--- src/rtl/instruction_sequencer_if.sv ---
// Bundle between the instruction sequencer, its dual-port instruction ROM and
// the downstream command consumer. "master" is the sequencer side.
interface instruction_sequencer_if #(
    parameter int ADDR_ROM_SZ = 4,
    parameter int DATA_ROM_SZ = 16
);
    logic                   start_i;
    logic [ADDR_ROM_SZ-1:0] addr_rom_a_o;
    logic [ADDR_ROM_SZ-1:0] addr_rom_b_o;
    logic [DATA_ROM_SZ-1:0] data_rom_a_i;
    logic [DATA_ROM_SZ-1:0] data_rom_b_i;
    logic [ADDR_ROM_SZ-1:0] addr_rom_a_i;
    logic [DATA_ROM_SZ-3:0] cmd_o;
    logic [DATA_ROM_SZ-1:0] data_o;
    logic [ADDR_ROM_SZ-1:0] pc_o;
    logic                   valid_o;
    logic                   ready_i;
    logic                   busy_o;
    logic                   done_o;

    modport master (
        input  start_i, data_rom_a_i, data_rom_b_i, addr_rom_a_i, ready_i,
        output addr_rom_a_o, addr_rom_b_o, cmd_o, data_o, pc_o, valid_o, busy_o, done_o
    );

    modport slave (
        output start_i, data_rom_a_i, data_rom_b_i, addr_rom_a_i, ready_i,
        input  addr_rom_a_o, addr_rom_b_o, cmd_o, data_o, pc_o, valid_o, busy_o, done_o
    );
endinterface

--- src/rtl/instruction_sequencer.sv ---
// Steps through a two-word-per-instruction program held in a registered dual-port
// ROM; ISSUE words go downstream over valid/ready, JUMP/WAIT/END run locally.
module instruction_sequencer #(
    parameter int ADDR_ROM_SZ = 4,
    parameter int DATA_ROM_SZ = 16
) (
    input  logic                    clk,
    input  logic                    rst,
    instruction_sequencer_if.master bus
);

    typedef enum logic [2:0] {
        S_IDLE  = 3'd0,
        S_FETCH = 3'd1,
        S_EXEC  = 3'd2,
        S_ISSUE = 3'd3,
        S_DELAY = 3'd4,
        S_DONE  = 3'd5
    } state_t;

    localparam logic [1:0] OP_ISSUE = 2'b00;
    localparam logic [1:0] OP_JUMP  = 2'b01;
    localparam logic [1:0] OP_WAIT  = 2'b10;

    state_t                 state_q;
    logic [ADDR_ROM_SZ-1:0] pc_q;
    logic [DATA_ROM_SZ-1:0] cnt_q;
    logic [DATA_ROM_SZ-3:0] cmd_q;
    logic [DATA_ROM_SZ-1:0] data_q;
    logic [ADDR_ROM_SZ-1:0] pc_out_q;
    logic                   valid_q;
    logic                   busy_q;
    logic                   done_q;

    logic [ADDR_ROM_SZ-1:0] pc_next_s;
    logic [1:0]             opcode_s;

    // Instruction pairs are two words apart; the adder width gives the wrap for free.
    assign pc_next_s = pc_q + ADDR_ROM_SZ'(2);
    assign opcode_s  = bus.data_rom_a_i[DATA_ROM_SZ-1 -: 2];

    assign bus.addr_rom_a_o = pc_q;
    assign bus.addr_rom_b_o = pc_q + ADDR_ROM_SZ'(1);
    assign bus.cmd_o        = cmd_q;
    assign bus.data_o       = data_q;
    assign bus.pc_o         = pc_out_q;
    assign bus.valid_o      = valid_q;
    assign bus.busy_o       = busy_q;
    assign bus.done_o       = done_q;

    // Sequencer state machine with all outputs registered.
    always_ff @(posedge clk or posedge rst) begin
        if (rst) begin
            state_q  <= S_IDLE;
            pc_q     <= '0;
            cnt_q    <= '0;
            cmd_q    <= '0;
            data_q   <= '0;
            pc_out_q <= '0;
            valid_q  <= 1'b0;
            busy_q   <= 1'b0;
            done_q   <= 1'b0;
        end else begin
            case (state_q)
                S_IDLE: begin
                    if (bus.start_i) begin
                        pc_q    <= '0;
                        busy_q  <= 1'b1;
                        state_q <= S_FETCH;
                    end
                end
                S_FETCH: begin
                    state_q <= S_EXEC;
                end
                S_EXEC: begin
                    case (opcode_s)
                        OP_ISSUE: begin
                            cmd_q    <= bus.data_rom_a_i[DATA_ROM_SZ-3:0];
                            data_q   <= bus.data_rom_b_i;
                            pc_out_q <= bus.addr_rom_a_i;
                            valid_q  <= 1'b1;
                            state_q  <= S_ISSUE;
                        end
                        OP_JUMP: begin
                            pc_q    <= bus.data_rom_a_i[ADDR_ROM_SZ-1:0];
                            state_q <= S_FETCH;
                        end
                        OP_WAIT: begin
                            if (bus.data_rom_b_i != '0) begin
                                cnt_q   <= bus.data_rom_b_i;
                                state_q <= S_DELAY;
                            end else begin
                                pc_q    <= pc_next_s;
                                state_q <= S_FETCH;
                            end
                        end
                        default: begin
                            done_q  <= 1'b1;
                            state_q <= S_DONE;
                        end
                    endcase
                end
                S_ISSUE: begin
                    // valid_q is always set in this state, so ready alone completes it.
                    if (bus.ready_i) begin
                        valid_q <= 1'b0;
                        pc_q    <= pc_next_s;
                        state_q <= S_FETCH;
                    end
                end
                S_DELAY: begin
                    cnt_q <= cnt_q - DATA_ROM_SZ'(1);
                    if (cnt_q == DATA_ROM_SZ'(1)) begin
                        pc_q    <= pc_next_s;
                        state_q <= S_FETCH;
                    end
                end
                S_DONE: begin
                    done_q  <= 1'b0;
                    busy_q  <= 1'b0;
                    state_q <= S_IDLE;
                end
                default: begin
                    valid_q <= 1'b0;
                    done_q  <= 1'b0;
                    busy_q  <= 1'b0;
                    state_q <= S_IDLE;
                end
            endcase
        end
    end

endmodule

--- src/flat_wrapper.sv ---
// flat-port wrapper written by rule: the top's interface ports become plain ports
module instruction_sequencer_flat 
#(
    parameter int ADDR_ROM_SZ = 4,
    parameter int DATA_ROM_SZ = 16
)
  (clk, rst, bus_start_i, bus_data_rom_a_i, bus_data_rom_b_i, bus_addr_rom_a_i, bus_ready_i, bus_addr_rom_a_o, bus_addr_rom_b_o, bus_cmd_o, bus_data_o, bus_pc_o, bus_valid_o, bus_busy_o, bus_done_o);
  instruction_sequencer_if #(.ADDR_ROM_SZ(ADDR_ROM_SZ), .DATA_ROM_SZ(DATA_ROM_SZ)) bus_i ();
  input  logic clk;
  input  logic rst;
  input wire logic [$bits(bus_i.start_i)-1:0] bus_start_i;
  input wire logic [$bits(bus_i.data_rom_a_i)-1:0] bus_data_rom_a_i;
  input wire logic [$bits(bus_i.data_rom_b_i)-1:0] bus_data_rom_b_i;
  input wire logic [$bits(bus_i.addr_rom_a_i)-1:0] bus_addr_rom_a_i;
  input wire logic [$bits(bus_i.ready_i)-1:0] bus_ready_i;
  output wire logic [$bits(bus_i.addr_rom_a_o)-1:0] bus_addr_rom_a_o;
  output wire logic [$bits(bus_i.addr_rom_b_o)-1:0] bus_addr_rom_b_o;
  output wire logic [$bits(bus_i.cmd_o)-1:0] bus_cmd_o;
  output wire logic [$bits(bus_i.data_o)-1:0] bus_data_o;
  output wire logic [$bits(bus_i.pc_o)-1:0] bus_pc_o;
  output wire logic [$bits(bus_i.valid_o)-1:0] bus_valid_o;
  output wire logic [$bits(bus_i.busy_o)-1:0] bus_busy_o;
  output wire logic [$bits(bus_i.done_o)-1:0] bus_done_o;
  assign bus_i.start_i = bus_start_i;
  assign bus_i.data_rom_a_i = bus_data_rom_a_i;
  assign bus_i.data_rom_b_i = bus_data_rom_b_i;
  assign bus_i.addr_rom_a_i = bus_addr_rom_a_i;
  assign bus_i.ready_i = bus_ready_i;
  assign bus_addr_rom_a_o = bus_i.addr_rom_a_o;
  assign bus_addr_rom_b_o = bus_i.addr_rom_b_o;
  assign bus_cmd_o = bus_i.cmd_o;
  assign bus_data_o = bus_i.data_o;
  assign bus_pc_o = bus_i.pc_o;
  assign bus_valid_o = bus_i.valid_o;
  assign bus_busy_o = bus_i.busy_o;
  assign bus_done_o = bus_i.done_o;
  instruction_sequencer #(.ADDR_ROM_SZ(ADDR_ROM_SZ), .DATA_ROM_SZ(DATA_ROM_SZ)) u_core (.clk(clk), .rst(rst), .bus(bus_i));
endmodule
--- config.mk ---
export PLATFORM = sky130hd
export DESIGN_NAME = instruction_sequencer_flat
export DESIGN_NICKNAME = d
export VERILOG_FILES = /design/src/rtl/instruction_sequencer_if.sv /design/src/rtl/instruction_sequencer.sv /design/src/flat_wrapper.sv
export SDC_FILE = /design/constraint.sdc
export NUM_CORES = 1
export LEC_CHECK = 0
export BUFFER_PORTS_ARGS = -buffer_cell sky130_fd_sc_hd__buf_2
export CAP_MARGIN = 20
export CORE_MARGIN = 2
export CORE_UTILIZATION = 40
export CTS_CLUSTER_DIAMETER = 100
export CTS_CLUSTER_SIZE = 20
export DETAILED_ROUTE_END_ITERATION = 12
export HOLD_SLACK_MARGIN = 0.02
export PLACE_DENSITY_LB_ADDON = 0.3
export SKIP_CTS_REPAIR_TIMING = 1
export SYNTH_ARGS = -nofsm -noshare
export SYNTH_HDL_FRONTEND = slang
export SYNTH_SLANG_ARGS = --single-unit
--- constraint.sdc ---
create_clock -name clk -period 3.1 [get_ports clk]
set_clock_uncertainty 0.05 [all_clocks]
set_input_delay 0.155 -clock clk [delete_from_list [all_inputs] [get_ports clk]]
set_output_delay 0.155 -clock clk [all_outputs]
set_load 0.05 [all_outputs]
==> flow_summary_export.csv <==
group,metric,value,unit
outcome,status,"finished clean",
sta,totalNegativeSetupSlack,0,ns
routing,via_count,2385,
flow_run,cap_viol_max_count,0,
cells_and_area,nNetsFinal,405,
logic_synthesis,synth_most_common_cell,"dfrtp_1",
clock_network,tritoncts,"yes",
clock_network,cts.clk_slew.worst_paths,0.07,ns
setup_path,critPathKind,"flop to flop",
global_routing,overflow,0,
clock_network,cts_buffers,9,
pwr,power_density,1180,mW/mm^2
global_routing,grt_max_degree,40,
setup_path,end_kind,"flop",
cells_and_area,final_core_util,52.80,%
routing,drt_first_iter_violations,125,
clock_network,cts.path.max_buffers,2,
logic_synthesis,synth_flop_cell,"dfrtp_1",
floorplan,die_w,90.45,um
global_routing,grt_usage,17.07,%
clock_network,htree_levels,3,
pwr,cellLeakagePower,1.892,nW
sta,rsz0062_at_grt,"no",
setup_path,r2r_setup_slack,0.60,ns
setup_path,start_kind,"flop",
setup_path,timing.rr.start,"u_core.state_q[0]$_DFFE_PP0P_",
pwr,vdd_drop_max,0.0004724,V
setup_path,endpoint,"u_core.bus.data_o[2]$_DFFE_PP0P_",
logic_synthesis,yosys.area.top_type,"dfrtp_1",
cells_and_area,area_growth,28.13,%
setup_path,reg2regPathDepth,3,
sta,finalHoldViolations,0,
logic_synthesis,synth.avg_cell_area,11.77,um^2
setup_path,arrival,2.67,ns
cells_and_area,drive_gt1_share,39.34,%
placement,numPortBuffers,84,
floorplan,coreArea,0.007253,mm^2
routing,routed_wl,6725,um
routing,drcViolationCount,0,
sta,setup_viol,0,
sta,drv_slew,0,
sta,relSlewSlack,27.56,%
global_routing,grt_pass1_vias,2284,
floorplan,num_rows,31,
routing,final_antenna_net_count,0,
logic_synthesis,ys_async_sr_fraction,100.0,%
sta,min_period,2.497,ns
setup_path,critPathLaunch,"u_core.state_q[0]$_DFFE_PP0P_",
floorplan,die_h,90.45,um
sta,period_share,80.53,%
cells_and_area,insertedDiodeCount,0,
placement,gp_congestion,0.8675,
sta,fmax,400.6,MHz
global_routing,grt_pass1_wl,11210,um
routing,detail_route.wl_per_cell,14.46,um
logic_synthesis,synth_top_area_share,50.23,%
clock_network,cts_root_buffer,"clkbuf_8",
logic_synthesis,syn-instance-count,254,
setup_path,required,3.28,ns
logic_synthesis,yosys-top-cells-area,"dfrtp_1 50%, mux2_4 14%, mux2_2 3.4%",
floorplan,start_util,41.21,%
routing,dr.pass1.iters,4,
logic_synthesis,seq_area_frac_synth,50.23,%
sta,tightest_slew,1.087,ns
logic_synthesis,synth_edf_count,0,
clock_network,worstSkewPairLatency,0.34,ns
global_routing,grt_antenna_before_repair,0,
logic_synthesis,yosysWarnings,0,
clock_network,clkSinkCount,60,
logic_synthesis,ys_ff_latch,60,
logic_synthesis,synth_cell_types,47,
floorplan,io_pins,85,
setup_path,crit_fanout,36,
placement,hpwl,4826,um
logic_synthesis,synthesis.area,0.002989,mm^2
setup_path,r2r-end,"u_core.bus.data_o[2]$_DFFE_PP0P_",
sta,whs,0.02002,ns
floorplan,die_area,0.008180,mm^2
routing,viasPerCell,5.129,
logic_synthesis,synth_common_cells,"60 x dfrtp_1, 28 x mux2_4, 20 x nand2_1",
logic_synthesis,synth_fp_nets,298,
min_path,hold_class,"input port to flop",
metrics by stage:
step	total power [W]	area, um^2	cells	setup WS, ns
2_1_floorplan	0.003328	2989	254	1.039
3_3_place_gp	0.003788	3457	431	0.6448
3_5_place_dp	0.003827	3457	431	0.6012
4_1_cts	0.004522	3650	447	0.5958
5_1_grt	0.004785	3830	465	0.4800
6_report	0.004518	3830	465	0.6034
cell type report:
| cell class | instances | area (um^2) |
|---|---|---|
| clock buffer | 10 | 127.6 |
| clock inverter | 6 | 65.06 |
| fill | 665 | 3423 |
| inverter | 10 | 37.54 |
| multi-input combinational | 177 | 1366 |
| sequential | 60 | 1501 |
| tap | 99 | 123.9 |
| timing repair buffer | 103 | 608.1 |
flip-flops by register name, indices dropped and copies added (netlist names):
register,cells
u_core.bus.busy_o,1
u_core.bus.addr_rom_a_o,4
u_core.bus.done_o,1
u_core.bus.data_o,16
u_core.state_q,3
u_core.bus.cmd_o,14
u_core.bus.pc_o,4
u_core.cnt_q,16
u_core.bus.valid_o,1
worst min-delay path by stage:
| stage | from | endpoint | slack [ns] | depth (start not counted) |
|---|---|---|---|---|
| after floorplan | bus_data_rom_b_i[14] | u_core.cnt_q[14]$_DFFE_PP0P_ | 0.22 | 2 |
| after global placement | rst | u_core.bus.cmd_o[12]$_DFFE_PP0P_ | 0.30 | 2 |
| after detailed placement | rst | u_core.bus.cmd_o[12]$_DFFE_PP0P_ | 0.30 | 2 |
| after CTS | rst | u_core.bus.data_o[6]$_DFFE_PP0P_ | -0.06 | 2 |
| after global routing | bus_data_rom_b_i[5] | u_core.bus.data_o[5]$_DFFE_PP0P_ | 0.02 | 2 |
| final | bus_data_rom_b_i[3] | u_core.cnt_q[3]$_DFFE_PP0P_ | 0.02 | 3 |
per-layer routing:
layer	share of wire, %	GRT usage [%]	up-vias
li1	-	-	1145
met3	5.9	5.008	10
met5	0	0	-
met1	48	23.46	1152
met2	45	26.25	78
met4	1.1	5.000	0
critical path: stages, from the launching register on:
cell and delay [ns]:
dfrtp_1 0.52, or3b_1 0.45, or3_2 0.89, mux2_4 0.46
where the power goes:
group          switching [W]  internal [W]  total, W  leakage (nW)
sequential          0.000312       0.00116   0.00147         0.733
combinational        0.00158      0.000782   0.00236          1.06
clock               0.000319      0.000371  0.000690        0.0962
cells in the final DEF, fill, tap and decap left out, types with 2 or more instances in the layout:
master         count
o211ai_1           6
o311ai_0           2
or2_2              2
mux2_2             9
nand2b_1           2
clkinv_2           2
nor4_1             7
a22oi_1            5
clkinv_4           2
dlygate4sd3_1     18
o21ai_0           11
ha_1               4
nand3_1           13
a21oi_1            8
nor3_1             5
xor2_1             3
mux2i_1            2
dfrtp_1           60
clkbuf_8           9
a211oi_1           2
a31oi_1            3
o22ai_1            2
nor2_1            18
mux2_4            28
nand4_1            3
nand2_1           20
and2_1             2
inv_1              9
buf_2             84
logic make-up after synthesis:
logic type | after synthesis | share of synthesized area (%)
adders and majority gates | 4 | 1.674
AOI/OAI and AO/OA | 47 | 10.34
buffers and inverters | 17 | 4.102
DFF | 60 | 50.23
xor gates and xnor gates | 4 | 1.172
and+or+nand+nor | 83 | 14.36
muxes | 39 | 18.12
Power figures use the tool's default switching activity.
